## src/rtl/imem_boot_loader_pkg.sv

```systemverilog
// Shared definitions for the IMEM boot loader: FSM state encodings,
// frame field sizes and the values every output takes in reset.
package imem_boot_loader_pkg;

    // Frame field sizes
    localparam int unsigned BL_BYTE_WIDTH     = 8;
    localparam int unsigned BL_WORD_WIDTH     = 32;
    localparam int unsigned BL_BYTES_PER_WORD = 4;
    localparam int unsigned BL_COUNT_WIDTH    = 16;
    localparam int unsigned BL_LANE_WIDTH     = 2;

    // FSM state encodings
    localparam logic [2:0] ST_IDLE    = 3'd0;
    localparam logic [2:0] ST_HDR_LO  = 3'd1;
    localparam logic [2:0] ST_HDR_HI  = 3'd2;
    localparam logic [2:0] ST_PAYLOAD = 3'd3;
    localparam logic [2:0] ST_CHECK   = 3'd4;
    localparam logic [2:0] ST_DONE    = 3'd5;
    localparam logic [2:0] ST_ERROR   = 3'd6;

    // Output values held while reset is asserted
    localparam logic RST_IN_READY = 1'b0;
    localparam logic RST_WR_EN    = 1'b0;
    localparam logic RST_CPU_HOLD = 1'b1;
    localparam logic RST_PC_WRITE = 1'b0;
    localparam logic RST_BUSY     = 1'b0;
    localparam logic RST_DONE     = 1'b0;
    localparam logic RST_ERROR    = 1'b0;

    // States in which the loader accepts bytes from the stream
    function automatic logic bl_accepts_bytes(input logic [2:0] state);
        return (state == ST_HDR_LO) || (state == ST_HDR_HI) ||
               (state == ST_PAYLOAD) || (state == ST_CHECK);
    endfunction

    // States from which BL_start launches a new load
    function automatic logic bl_can_start(input logic [2:0] state);
        return (state == ST_IDLE) || (state == ST_DONE) || (state == ST_ERROR);
    endfunction

endpackage

```

## src/rtl/imem_boot_loader_word_assembler.sv

```systemverilog
// Byte-to-word assembler for the boot loader: tracks the byte lane of the
// current word, shifts payload bytes in little-endian order and keeps the
// running XOR of every payload byte. The completed word is presented
// combinationally together with the 4th byte so the parent can register
// the IMEM write strobe on the very same edge.
module bl_word_assembler
    import imem_boot_loader_pkg::*;
(
    input  logic                     i_clk,
    input  logic                     i_rst_n,
    input  logic                     i_clear,
    input  logic                     i_byte_en,
    input  logic [BL_BYTE_WIDTH-1:0] i_byte,
    output logic                     o_word_ready,
    output logic [BL_WORD_WIDTH-1:0] o_word,
    output logic [BL_BYTE_WIDTH-1:0] o_xor
);

    logic [BL_LANE_WIDTH-1:0] r_lane;
    logic [BL_WORD_WIDTH-1:0] r_shift;
    logic [BL_BYTE_WIDTH-1:0] r_xor;
    logic [BL_WORD_WIDTH-1:0] w_shift_nxt;

    // New bytes enter at the top so byte 0 ends up in bits [7:0]
    assign w_shift_nxt  = {i_byte, r_shift[BL_WORD_WIDTH-1:BL_BYTE_WIDTH]};
    assign o_word       = w_shift_nxt;
    assign o_word_ready = i_byte_en && (r_lane == BL_LANE_WIDTH'(BL_BYTES_PER_WORD - 1));
    assign o_xor        = r_xor;

    // Lane counter, shift register and checksum accumulator
    always_ff @(posedge i_clk or negedge i_rst_n) begin
        if (!i_rst_n) begin
            r_lane  <= '0;
            r_shift <= '0;
            r_xor   <= '0;
        end else if (i_clear) begin
            r_lane  <= '0;
            r_shift <= '0;
            r_xor   <= '0;
        end else if (i_byte_en) begin
            r_lane  <= r_lane + 1'b1;
            r_shift <= w_shift_nxt;
            r_xor   <= r_xor ^ i_byte;
        end
    end

endmodule

```

## src/rtl/imem_boot_loader.sv

```systemverilog
// Byte-stream boot loader. Receives a framed program image, writes it into
// instruction memory one word at a time, verifies the XOR checksum and only
// then releases the CPU from reset and enables its PC writes.
module imem_boot_loader
    import imem_boot_loader_pkg::*;
#(
    parameter int unsigned INSTR_WIDTH = 32,
    parameter int unsigned IMEM_DEPTH  = 256,
    parameter int unsigned ADDR_WIDTH  = 8
) (
    input  logic                   BL_clk,
    input  logic                   BL_rst_n,
    input  logic                   BL_start,
    input  logic                   BL_in_valid,
    input  logic [7:0]             BL_in_data,
    output logic                   BL_in_ready,
    output logic                   BL_IMemWrEn,
    output logic [ADDR_WIDTH-1:0]  BL_IMemWrAddr,
    output logic [INSTR_WIDTH-1:0] BL_IMemWrData,
    output logic                   BL_CPUHold,
    output logic                   BL_PCWrite,
    output logic                   BL_Busy,
    output logic                   BL_Done,
    output logic                   BL_Error,
    output logic [15:0]            BL_WordCount
);

    localparam logic [BL_COUNT_WIDTH-1:0] LP_MAX_WORDS = BL_COUNT_WIDTH'(IMEM_DEPTH);

    logic [2:0]                r_state;
    logic [2:0]                w_state_nxt;
    logic [BL_BYTE_WIDTH-1:0]  r_cnt_lo;
    logic [BL_COUNT_WIDTH-1:0] r_num_words;
    logic [BL_COUNT_WIDTH-1:0] w_hdr_n;
    logic [BL_COUNT_WIDTH-1:0] w_count_inc;
    logic                      w_xfer;
    logic                      w_load_start;
    logic                      w_last_word;
    logic                      w_payload_en;
    logic                      w_word_ready;
    logic [BL_WORD_WIDTH-1:0]  w_word;
    logic [BL_BYTE_WIDTH-1:0]  w_xor;
    logic                      w_csum_ok;

    logic                      r_in_ready;
    logic                      r_wr_en;
    logic [ADDR_WIDTH-1:0]     r_wr_addr;
    logic [INSTR_WIDTH-1:0]    r_wr_data;
    logic                      r_cpu_hold;
    logic                      r_pc_write;
    logic                      r_busy;
    logic                      r_done;
    logic                      r_error;
    logic [BL_COUNT_WIDTH-1:0] r_word_count;

    assign w_xfer       = BL_in_valid && r_in_ready;
    assign w_load_start = BL_start && bl_can_start(r_state);
    assign w_hdr_n      = {BL_in_data, r_cnt_lo};
    assign w_count_inc  = r_word_count + 1'b1;
    assign w_last_word  = (w_count_inc == r_num_words);
    assign w_payload_en = w_xfer && (r_state == ST_PAYLOAD);
    assign w_csum_ok    = (BL_in_data == w_xor);

    bl_word_assembler u_word_asm (
        .i_clk        (BL_clk),
        .i_rst_n      (BL_rst_n),
        .i_clear      (w_load_start),
        .i_byte_en    (w_payload_en),
        .i_byte       (BL_in_data),
        .o_word_ready (w_word_ready),
        .o_word       (w_word),
        .o_xor        (w_xor)
    );

    // Next-state decode for the load sequence
    always_comb begin
        w_state_nxt = r_state;
        case (r_state)
            ST_IDLE, ST_DONE, ST_ERROR: begin
                if (w_load_start) w_state_nxt = ST_HDR_LO;
            end
            ST_HDR_LO: begin
                if (w_xfer) w_state_nxt = ST_HDR_HI;
            end
            ST_HDR_HI: begin
                if (w_xfer) begin
                    if (w_hdr_n > LP_MAX_WORDS) w_state_nxt = ST_ERROR;
                    else if (w_hdr_n == '0)     w_state_nxt = ST_CHECK;
                    else                        w_state_nxt = ST_PAYLOAD;
                end
            end
            ST_PAYLOAD: begin
                if (w_word_ready && w_last_word) w_state_nxt = ST_CHECK;
            end
            ST_CHECK: begin
                if (w_xfer) w_state_nxt = w_csum_ok ? ST_DONE : ST_ERROR;
            end
            default: w_state_nxt = ST_IDLE;
        endcase
    end

    // State register and byte-accept flag, which follows the next state so it is registered
    always_ff @(posedge BL_clk or negedge BL_rst_n) begin
        if (!BL_rst_n) begin
            r_state    <= ST_IDLE;
            r_in_ready <= RST_IN_READY;
        end else begin
            r_state    <= w_state_nxt;
            r_in_ready <= bl_accepts_bytes(w_state_nxt);
        end
    end

    // Capture of the 16-bit word count from the two header bytes
    always_ff @(posedge BL_clk or negedge BL_rst_n) begin
        if (!BL_rst_n) begin
            r_cnt_lo    <= '0;
            r_num_words <= '0;
        end else if (w_load_start) begin
            r_cnt_lo    <= '0;
            r_num_words <= '0;
        end else if (w_xfer && (r_state == ST_HDR_LO)) begin
            r_cnt_lo    <= BL_in_data;
        end else if (w_xfer && (r_state == ST_HDR_HI)) begin
            r_num_words <= w_hdr_n;
        end
    end

    // IMEM write port: one-cycle strobe on the edge after each 4th payload byte
    always_ff @(posedge BL_clk or negedge BL_rst_n) begin
        if (!BL_rst_n) begin
            r_wr_en      <= RST_WR_EN;
            r_wr_addr    <= '0;
            r_wr_data    <= '0;
            r_word_count <= '0;
        end else begin
            r_wr_en <= 1'b0;
            if (w_load_start) begin
                r_wr_addr    <= '0;
                r_word_count <= '0;
            end else if (w_word_ready && (r_state == ST_PAYLOAD)) begin
                r_wr_en      <= 1'b1;
                r_wr_addr    <= r_word_count[ADDR_WIDTH-1:0];
                r_wr_data    <= INSTR_WIDTH'(w_word);
                r_word_count <= w_count_inc;
            end
        end
    end

    // CPU gating and status flags
    always_ff @(posedge BL_clk or negedge BL_rst_n) begin
        if (!BL_rst_n) begin
            r_cpu_hold <= RST_CPU_HOLD;
            r_pc_write <= RST_PC_WRITE;
            r_busy     <= RST_BUSY;
            r_done     <= RST_DONE;
            r_error    <= RST_ERROR;
        end else if (w_load_start) begin
            r_cpu_hold <= 1'b1;
            r_pc_write <= 1'b0;
            r_busy     <= 1'b1;
            r_done     <= 1'b0;
            r_error    <= 1'b0;
        end else if (w_state_nxt == ST_DONE && r_state == ST_CHECK) begin
            r_cpu_hold <= 1'b0;
            r_pc_write <= 1'b1;
            r_busy     <= 1'b0;
            r_done     <= 1'b1;
        end else if (w_state_nxt == ST_ERROR && r_state != ST_ERROR) begin
            r_cpu_hold <= 1'b1;
            r_pc_write <= 1'b0;
            r_busy     <= 1'b0;
            r_error    <= 1'b1;
        end
    end

    assign BL_in_ready   = r_in_ready;
    assign BL_IMemWrEn   = r_wr_en;
    assign BL_IMemWrAddr = r_wr_addr;
    assign BL_IMemWrData = r_wr_data;
    assign BL_CPUHold    = r_cpu_hold;
    assign BL_PCWrite    = r_pc_write;
    assign BL_Busy       = r_busy;
    assign BL_Done       = r_done;
    assign BL_Error      = r_error;
    assign BL_WordCount  = r_word_count;

endmodule

```

## config.mk

```make
export PLATFORM = sky130hd
export DESIGN_NAME = imem_boot_loader
export DESIGN_NICKNAME = d
export VERILOG_FILES = /design/src/rtl/imem_boot_loader_pkg.sv /design/src/rtl/imem_boot_loader_word_assembler.sv /design/src/rtl/imem_boot_loader.sv
export SDC_FILE = /design/constraint.sdc
export NUM_CORES = 1
export LEC_CHECK = 0
export CELL_PAD_IN_SITES_DETAIL_PLACEMENT = 2
export CELL_PAD_IN_SITES_GLOBAL_PLACEMENT = 2
export CORE_MARGIN = 10
export CORE_UTILIZATION = 35
export DETAILED_ROUTE_END_ITERATION = 10
export PLACE_DENSITY = 0.89
export SKIP_LAST_GASP = 1
export SYNTH_ARGS = -nofsm -noshare
export SYNTH_HDL_FRONTEND = slang
export SYNTH_HIERARCHICAL = 1
export SYNTH_SLANG_ARGS = --single-unit
```

## constraint.sdc

```tcl
create_clock -name BL_clk -period 3.2 [get_ports BL_clk]
set_clock_uncertainty 0.15 [all_clocks]
set_input_delay 0.64 -clock BL_clk [delete_from_list [all_inputs] [get_ports BL_clk]]
set_output_delay 0.64 -clock BL_clk [all_outputs]
set_load 0.05 [all_outputs]
```

==> results_dict.tcl, run 1 <==
set metrics [dict create \
    synth_fp_nets 649 \
    top_layer_used "met5" \
    start_util_pct 35.4 \
    relSlewSlack_pct 36.3 \
    grt_pass1_wl_mm 32.6 \
    drt_pass1_iterations 4 \
    path_clk_slew_ns 0.06 \
    peakVddDrop_mv 0.416 \
    crit_arrival_ns 3.21 \
    cts-root-buf "clkbuf_16" \
    syn-cell-area_um2 6090 \
    avgSynthCellArea_um2 9.59 \
    final_antenna_net_count 0 \
    drive_gt1_share_pct 11.9 \
    p_comb_share_pct 25.9 \
    htreeDepth 4 \
    p_clk_share_pct 36.1 \
    gp_congestion 0.809 \
    worst_pin_slew_ns 0.952 \
    track_usage_pct 17.3 \
    synth_edf_count 0 \
    crit_required_ns 3.35 \
    setup_viol 0 \
    wl_met3_um 683 \
    hp-class "in -> async" \
    fp.dieW_um 152 \
    p_int_w 0.00385 \
    netlist_instances 635 \
    outcome "complete, no violations" \
    area_delta_synth_final_pct 26.3 \
    ys_seq_area_share_pct 51.0 \
    hpwl_mm 13.9 \
    wl_met2_mm 10.9 \
    cellLeakagePower_nw 3.49 \
    synth_warnings 6 \
    insertion_delay_ns 0.42 \
    vias 4993 \
    dp.cells 914 \
    cts_tree "yes" \
    slew_violations 0 \
    whs_ns 0.108 \
    timing.final.crit_share_pct 95.4 \
    drv_cap 0 \
    wire_per_inst_um 21.1 \
    power.switching_w 0.00190 \
    synthArstFlopShare_pct 100 \
    cts_hold_buf 0 \
    worstPathMaxFanout 11 \
    power_density_nw_per_um2 748 \
    hold_viol 0 \
    gr-total-overflow 0 \
    diodes 0 \
    worstSetupPathType "reg -> reg" \
    io_buffers 74 \
    ys_ff_latch 124 \
    cts.path.max_buffers 2 \
    grt_pass1_vias 5694 \
    avgViaCountPerCell 5.28 \
    grt_max_degree 54 \
    post-cts-setup-buffers 0 \
    drc 0 \
    critPathLaunchType "flip-flop" \
    post-route-min-period_ns 3.05 \
    numCtsBuffers 17 \
    pwr-share-seq_pct 38.0 \
    synth.distinct_cells 70 \
    switching_share_pct 33.0 \
    io_pins 75 \
    rsz0062_at_grt "no" \
    cts_sinks 124 \
    placementRows 48 \
    layout.nets 722 \
    antenna_found_initial 2 \
    wl_met1_mm 7.96 \
    finalWirelength_mm 20.0 \
    layout.cells.non_filler 945 \
    fmax_mhz 327 \
    synth_flop_cell "dfrtp_1" \
    cts.repair.resized 0 \
    core_um2 17200 \
    fp.dieArea_um2 23100 \
    die_y_um 152 \
    cp-end-kind "flip-flop" \
    drt_iter0_drc 134 \
]
[worst max-delay path, cell delays in order, from the launching register on]
cell	delay, ns
dfrtp_1	0.62
nand4_4	0.27
nor4_1	0.39
buf_4	0.21
xnor2_1	0.13
o211ai_1	0.12
or4_4	0.49
o21ai_4	0.22
nand4_2	0.15
o211a_1	0.18
[cells by family (layout without fill, tap and decap cells)]
kind of cell             after synthesis  in the layout  synth area share, %
multiplexers                          34             34                 5.59
flip-flops                           124            124                 51.0
buffers and inverters                 51            136                 5.16
XOR/XNOR                              31             31                 4.69
AND/OR/NAND/NOR                      301            301                 23.0
AO/OA/AOI/OAI                         92             92                 10.1
adder cells (fa/ha/maj)                2              2                0.411
[sequential cells by signal (all words and copies together), names as in the netlist]
register            count
r_cnt_lo                8
BL_Error                1
BL_IMemWrEn             1
BL_Busy                 1
u_word_asm/r_shift     24
r_state                 3
BL_CPUHold              1
BL_in_ready             1
u_word_asm/r_lane       2
BL_IMemWrAddr           8
BL_WordCount           16
BL_PCWrite              1
r_num_words            16
BL_IMemWrData          32
BL_Done                 1
u_word_asm/o_xor        8
[synthesized netlist by cell type, types with 2 or more instances]
cell type	n	share of area (%)
o21ai_0	26	2.1
buf_6	7	1.3
o21a_1	2	0.25
dfrtp_1	123	51
a21bo_2	4	0.66
buf_2	4	0.33
o21ai_1	5	0.41
ha_1	2	0.41
and2_1	4	0.41
o41ai_1	2	0.29
nor2_1	52	3.2
nor4b_1	2	0.29
and3_1	4	0.41
xor2_1	9	1.3
clkbuf_1	18	1.1
o31ai_1	2	0.25
nor2b_1	5	0.51
nand4_1	7	0.72
buf_4	13	1.6
a31oi_1	2	0.21
nor4_1	6	0.62
inv_1	4	0.25
or4_1	3	0.37
nand3b_1	9	1.1
a21bo_1	4	0.66
xnor2_1	21	3.0
o211ai_1	3	0.37
a21oi_1	22	1.8
nor3_1	4	0.33
nand2_1	171	11
nand3_1	16	1.3
nor3b_1	3	0.37
a21oi_2	5	0.72
mux2i_1	34	5.6
nand2b_1	2	0.21
[per-stage QoR]
step | power (W) | worst slack (ns) | area, um2 | util (%) | TNS (ns)
after global placement | 0.00354 | 0.0667 | 7050 | 41.0 | 0
after floorplan | 0.00320 | 0.145 | 6090 | - | 0
after detailed placement | 0.00368 | -0.00774 | 7050 | 41.0 | -0.00774
after global routing | 0.00607 | 0.0135 | 7690 | 44.8 | 0
after CTS | 0.00581 | 0.124 | 7670 | 44.7 | 0
final | 0.00575 | 0.146 | 7690 | 44.8 | 0
[cell type report]
| cell class | count | area (um2) |
|---|---|---|
| clock buffer | 24 | 492 |
| inverter | 5 | 18.8 |
| timing repair buffer | 100 | 958 |
| multi-input combinational | 460 | 2700 |
| fill | 1859 | 9490 |
| sequential | 124 | 3110 |
| clock inverter | 7 | 135 |
| tap | 225 | 282 |
[final timing paths]
| path | start | slack (ns) | to | cells after the start |
|---|---|---|---|---|
| worst max-delay path | BL_WordCount[2]$_DFFE_PN0P_ | 0.15 | BL_PCWrite$_DFFE_PN0P_ | 9 |
| worst min register to register | BL_IMemWrData[31]$_DFFE_PN0P_ | 0.33 | BL_IMemWrData[31]$_DFFE_PN0P_ | 2 |
| max in group asynchronous | BL_rst_n | 2.01 | BL_WordCount[6]$_DFFE_PN0P_ | 2 |
| worst max register to register | BL_WordCount[2]$_DFFE_PN0P_ | 0.15 | BL_PCWrite$_DFFE_PN0P_ | 9 |
| min in group BL_clk | BL_IMemWrData[31]$_DFFE_PN0P_ | 0.33 | BL_IMemWrData[31]$_DFFE_PN0P_ | 2 |
| worst min-delay path | BL_rst_n | 0.11 | BL_IMemWrAddr[2]$_DFFE_PN0P_ | 1 |
[cell usage in the layout, fill, tap and decap left out, drive strengths merged, types with 18 or more instances in the layout]
cell type        n
a21oi           27
nor2            52
xnor2           21
buf             27
nand3           18
o21ai           33
clkbuf          24
mux2i           34
clkdlybuf4s50   73
dfrtp          123
nand2          172
[power groups by stage]
stage,clock [W],combinational (W),sequential [W]
CTS,0.00211,0.00151,0.00219
global route,0.00219,0.00165,0.00223
floorplan,0,0.00108,0.00212
global placement,0,0.00138,0.00216
detailed placement,0,0.00148,0.00220
finish,0.00208,0.00149,0.00219
[layer usage]
layer | vias to the layer above | track usage (%)
met2 | 86 | 32.1
li1 | 2278 | -
met5 | - | 0
met3 | 28 | 4.04
met4 | 4 | 5.82
met1 | 2597 | 18.8
(Power assumes the default switching activity.)
==> run 2: changes to the inputs <==
--- a/config.mk
+++ b/config.mk
@@ -5,9 +5,10 @@
 export SDC_FILE = /design/constraint.sdc
 export NUM_CORES = 1
 export LEC_CHECK = 0
+export ABC_CLOCK_PERIOD_IN_PS = 3200
 export CELL_PAD_IN_SITES_DETAIL_PLACEMENT = 2
 export CELL_PAD_IN_SITES_GLOBAL_PLACEMENT = 2
-export CORE_MARGIN = 10
+export CORE_MARGIN = 4
 export CORE_UTILIZATION = 35
 export DETAILED_ROUTE_END_ITERATION = 10
 export PLACE_DENSITY = 0.89
==> run 2 against run 1 <==
Against the previous run: global-route usage grew 4.7 points; final cell count shrank 0.74%; largest cell class unchanged; die area shrank 15%; largest power group unchanged; wire length grew 4.0%.
==> results_dict.tcl, run 2 (synthesized netlist as in run 1, its figures left out) <==
set metrics [dict create \
    outcome "complete, no violations" \
    timing.final.crit_share_pct 95.1 \
    final_cell_mix "171 x nand2_1, 122 x dfrtp_1, 73 x clkdlybuf4s50_1" \
    fmax_mhz 329 \
    hp-class "in -> async" \
    worstSetupPathType "reg -> reg" \
    top_usage_layer "met2" \
    finalPower_w 0.00561 \
    grt_max_degree 49 \
    fin_util_pct 45.1 \
    slew_violations 0 \
    use_met3_pct 6.04 \
    num-fill-cells 1779 \
    met2_usage_pct 38.9 \
    cp_num_buf_inv 0 \
    track_usage_pct 22.0 \
    largest_reg_flops 32 \
    dp.cells 906 \
    switching_share_pct 35.4 \
    gp_congestion 0.808 \
    layout.cells.non_filler 938 \
    relSlewSlack_pct 33.2 \
    vias 5078 \
    insertion_delay_ns 0.43 \
    critPathLaunchType "flip-flop" \
    p_clk_share_pct 32.8 \
    power.switching_w 0.00198 \
    placementRows 47 \
    layout.nets 719 \
    hold_viol 0 \
    io_pins 75 \
    setup_viol 0 \
    worst_pin_slew_ns 0.998 \
    place_ws_ns 0.0536 \
    cts-root-buf "clkbuf_16" \
    power_density_nw_per_um2 740 \
    path_clk_slew_ns 0.05 \
    area_delta_synth_final_pct 24.5 \
    htreeDepth 4 \
    start_util_pct 36.2 \
    die_y_um 140 \
    multi_input_area_um2 2690 \
    drt_iter0_drc 278 \
    path_cells "nand4_4 -> nor3_4 -> mux2i_1 -> a2111o_1 -> or4_4 -> o21ai_4 -> nand4_2 -> a21boi_1" \
    fp.dieW_um 140 \
    post-cts-setup-buffers 0 \
    worstPathMaxFanout 11 \
    finalWirelength_mm 20.8 \
    core_um2 16800 \
    drive_gt1_share_pct 11.1 \
    antenna_found_initial 0 \
    crit_arrival_ns 3.19 \
    pwr-share-seq_pct 39.2 \
    cts_sinks 124 \
    cellLeakagePower_nw 3.43 \
    io_buffers 74 \
    p_comb_share_pct 28.0 \
    grt_pass1_vias 5748 \
    p_int_w 0.00362 \
    fp.dieArea_um2 19600 \
    drc 0 \
    avgViaCountPerCell 5.41 \
    grt_pass1_wl_mm 33.5 \
    cts.path.max_buffers 2 \
    cp-end-kind "flip-flop" \
    drt_pass1_iterations 4 \
    final_common_cell "nand2_1" \
    cts_tree "yes" \
    grtUsageMet1_pct 25.0 \
    drv_cap 0 \
    diodes 0 \
    critPathMaxStageDelay_ns 0.59 \
    setup_ws_ns 0.158 \
    peakVddDrop_mv 0.421 \
    regArea_um2 3110 \
    gr-total-overflow 0 \
    cp_slowest_cell "dfrtp_1" \
    cp_top_family "simple AND/OR/NAND/NOR gates" \
    post-route-min-period_ns 3.04 \
    hpwl_mm 13.9 \
    final_antenna_net_count 0 \
    wire_per_inst_um 22.2 \
    numCtsBuffers 17 \
    crit_required_ns 3.35 \
]
## run 2: cell count changes in the layout (fill, tap and decap cells not counted), sizes merged
cell	delta
clkbuf	+5
bufinv	-3
clkinv	-1
buf	-3
## run 2: per-layer routing
| metal | vias up | part of all wire, % |
|---|---|---|
| li1 | 2278 | - |
| met1 | 2638 | 39 |
| met2 | 119 | 53 |
| met3 | 43 | 5.0 |
| met4 | 0 | 3.3 |
| met5 | - | 0 |
## run 2: area by class of cell
type / instances / share of cell area, %
clock inverter: 3 / 0.528
multi-input combinational: 460 / 35.5
inverter: 5 / 0.248
sequential: 124 / 41.0
timing repair buffer: 97 / 12.4
tap: 220 / 3.63
clock buffer: 29 / 6.74
## run 2: worst paths after layout
check                                                   start                       endpoint  slack (ns)  cells past startpoint
worst max-delay path              BL_WordCount[2]$_DFFE_PN0P_            BL_Busy$_DFFE_PN0P_        0.16                      8
worst min-delay path                                 BL_rst_n    BL_WordCount[9]$_DFFE_PN0P_        0.08                      1
worst max register to register    BL_WordCount[2]$_DFFE_PN0P_            BL_Busy$_DFFE_PN0P_        0.16                      8
worst min register to register  BL_IMemWrData[20]$_DFFE_PN0P_  BL_IMemWrData[20]$_DFFE_PN0P_        0.33                      2
max in group asynchronous                            BL_rst_n         BL_CPUHold$_DFFE_PN1P_        2.11                      2
min in group BL_clk             BL_IMemWrData[20]$_DFFE_PN0P_  BL_IMemWrData[20]$_DFFE_PN0P_        0.33                      2
## run 2: stage by stage
step	instance area (um2)	TNS [ns]	hold slack (ns)
after floorplan	6090	0	0.194
after global placement	7020	0	0.314
after detailed placement	7020	0	0.320
after CTS	7570	0	0.0886
after global routing	7580	-0.00281	0.106
final	7580	0	0.0756
## run 2: power by group through the flow
stage	Clock, W	Combinational (W)	Sequential (W)
after floorplan	0	0.00108	0.00212
after global placement	0	0.00138	0.00215
after detailed placement	0	0.00152	0.00220
after CTS	0.00188	0.00158	0.00219
after global routing	0.00197	0.00170	0.00223
final	0.00184	0.00157	0.00220
## run 2: timing repair
| action | 4_1_cts | 5_1_grt |
|---|---|---|
| gates resized for setup | 0 | 3 |
| endpoints found under the setup margin | 0 | 5 |
| hold buffers | 0 | 0 |
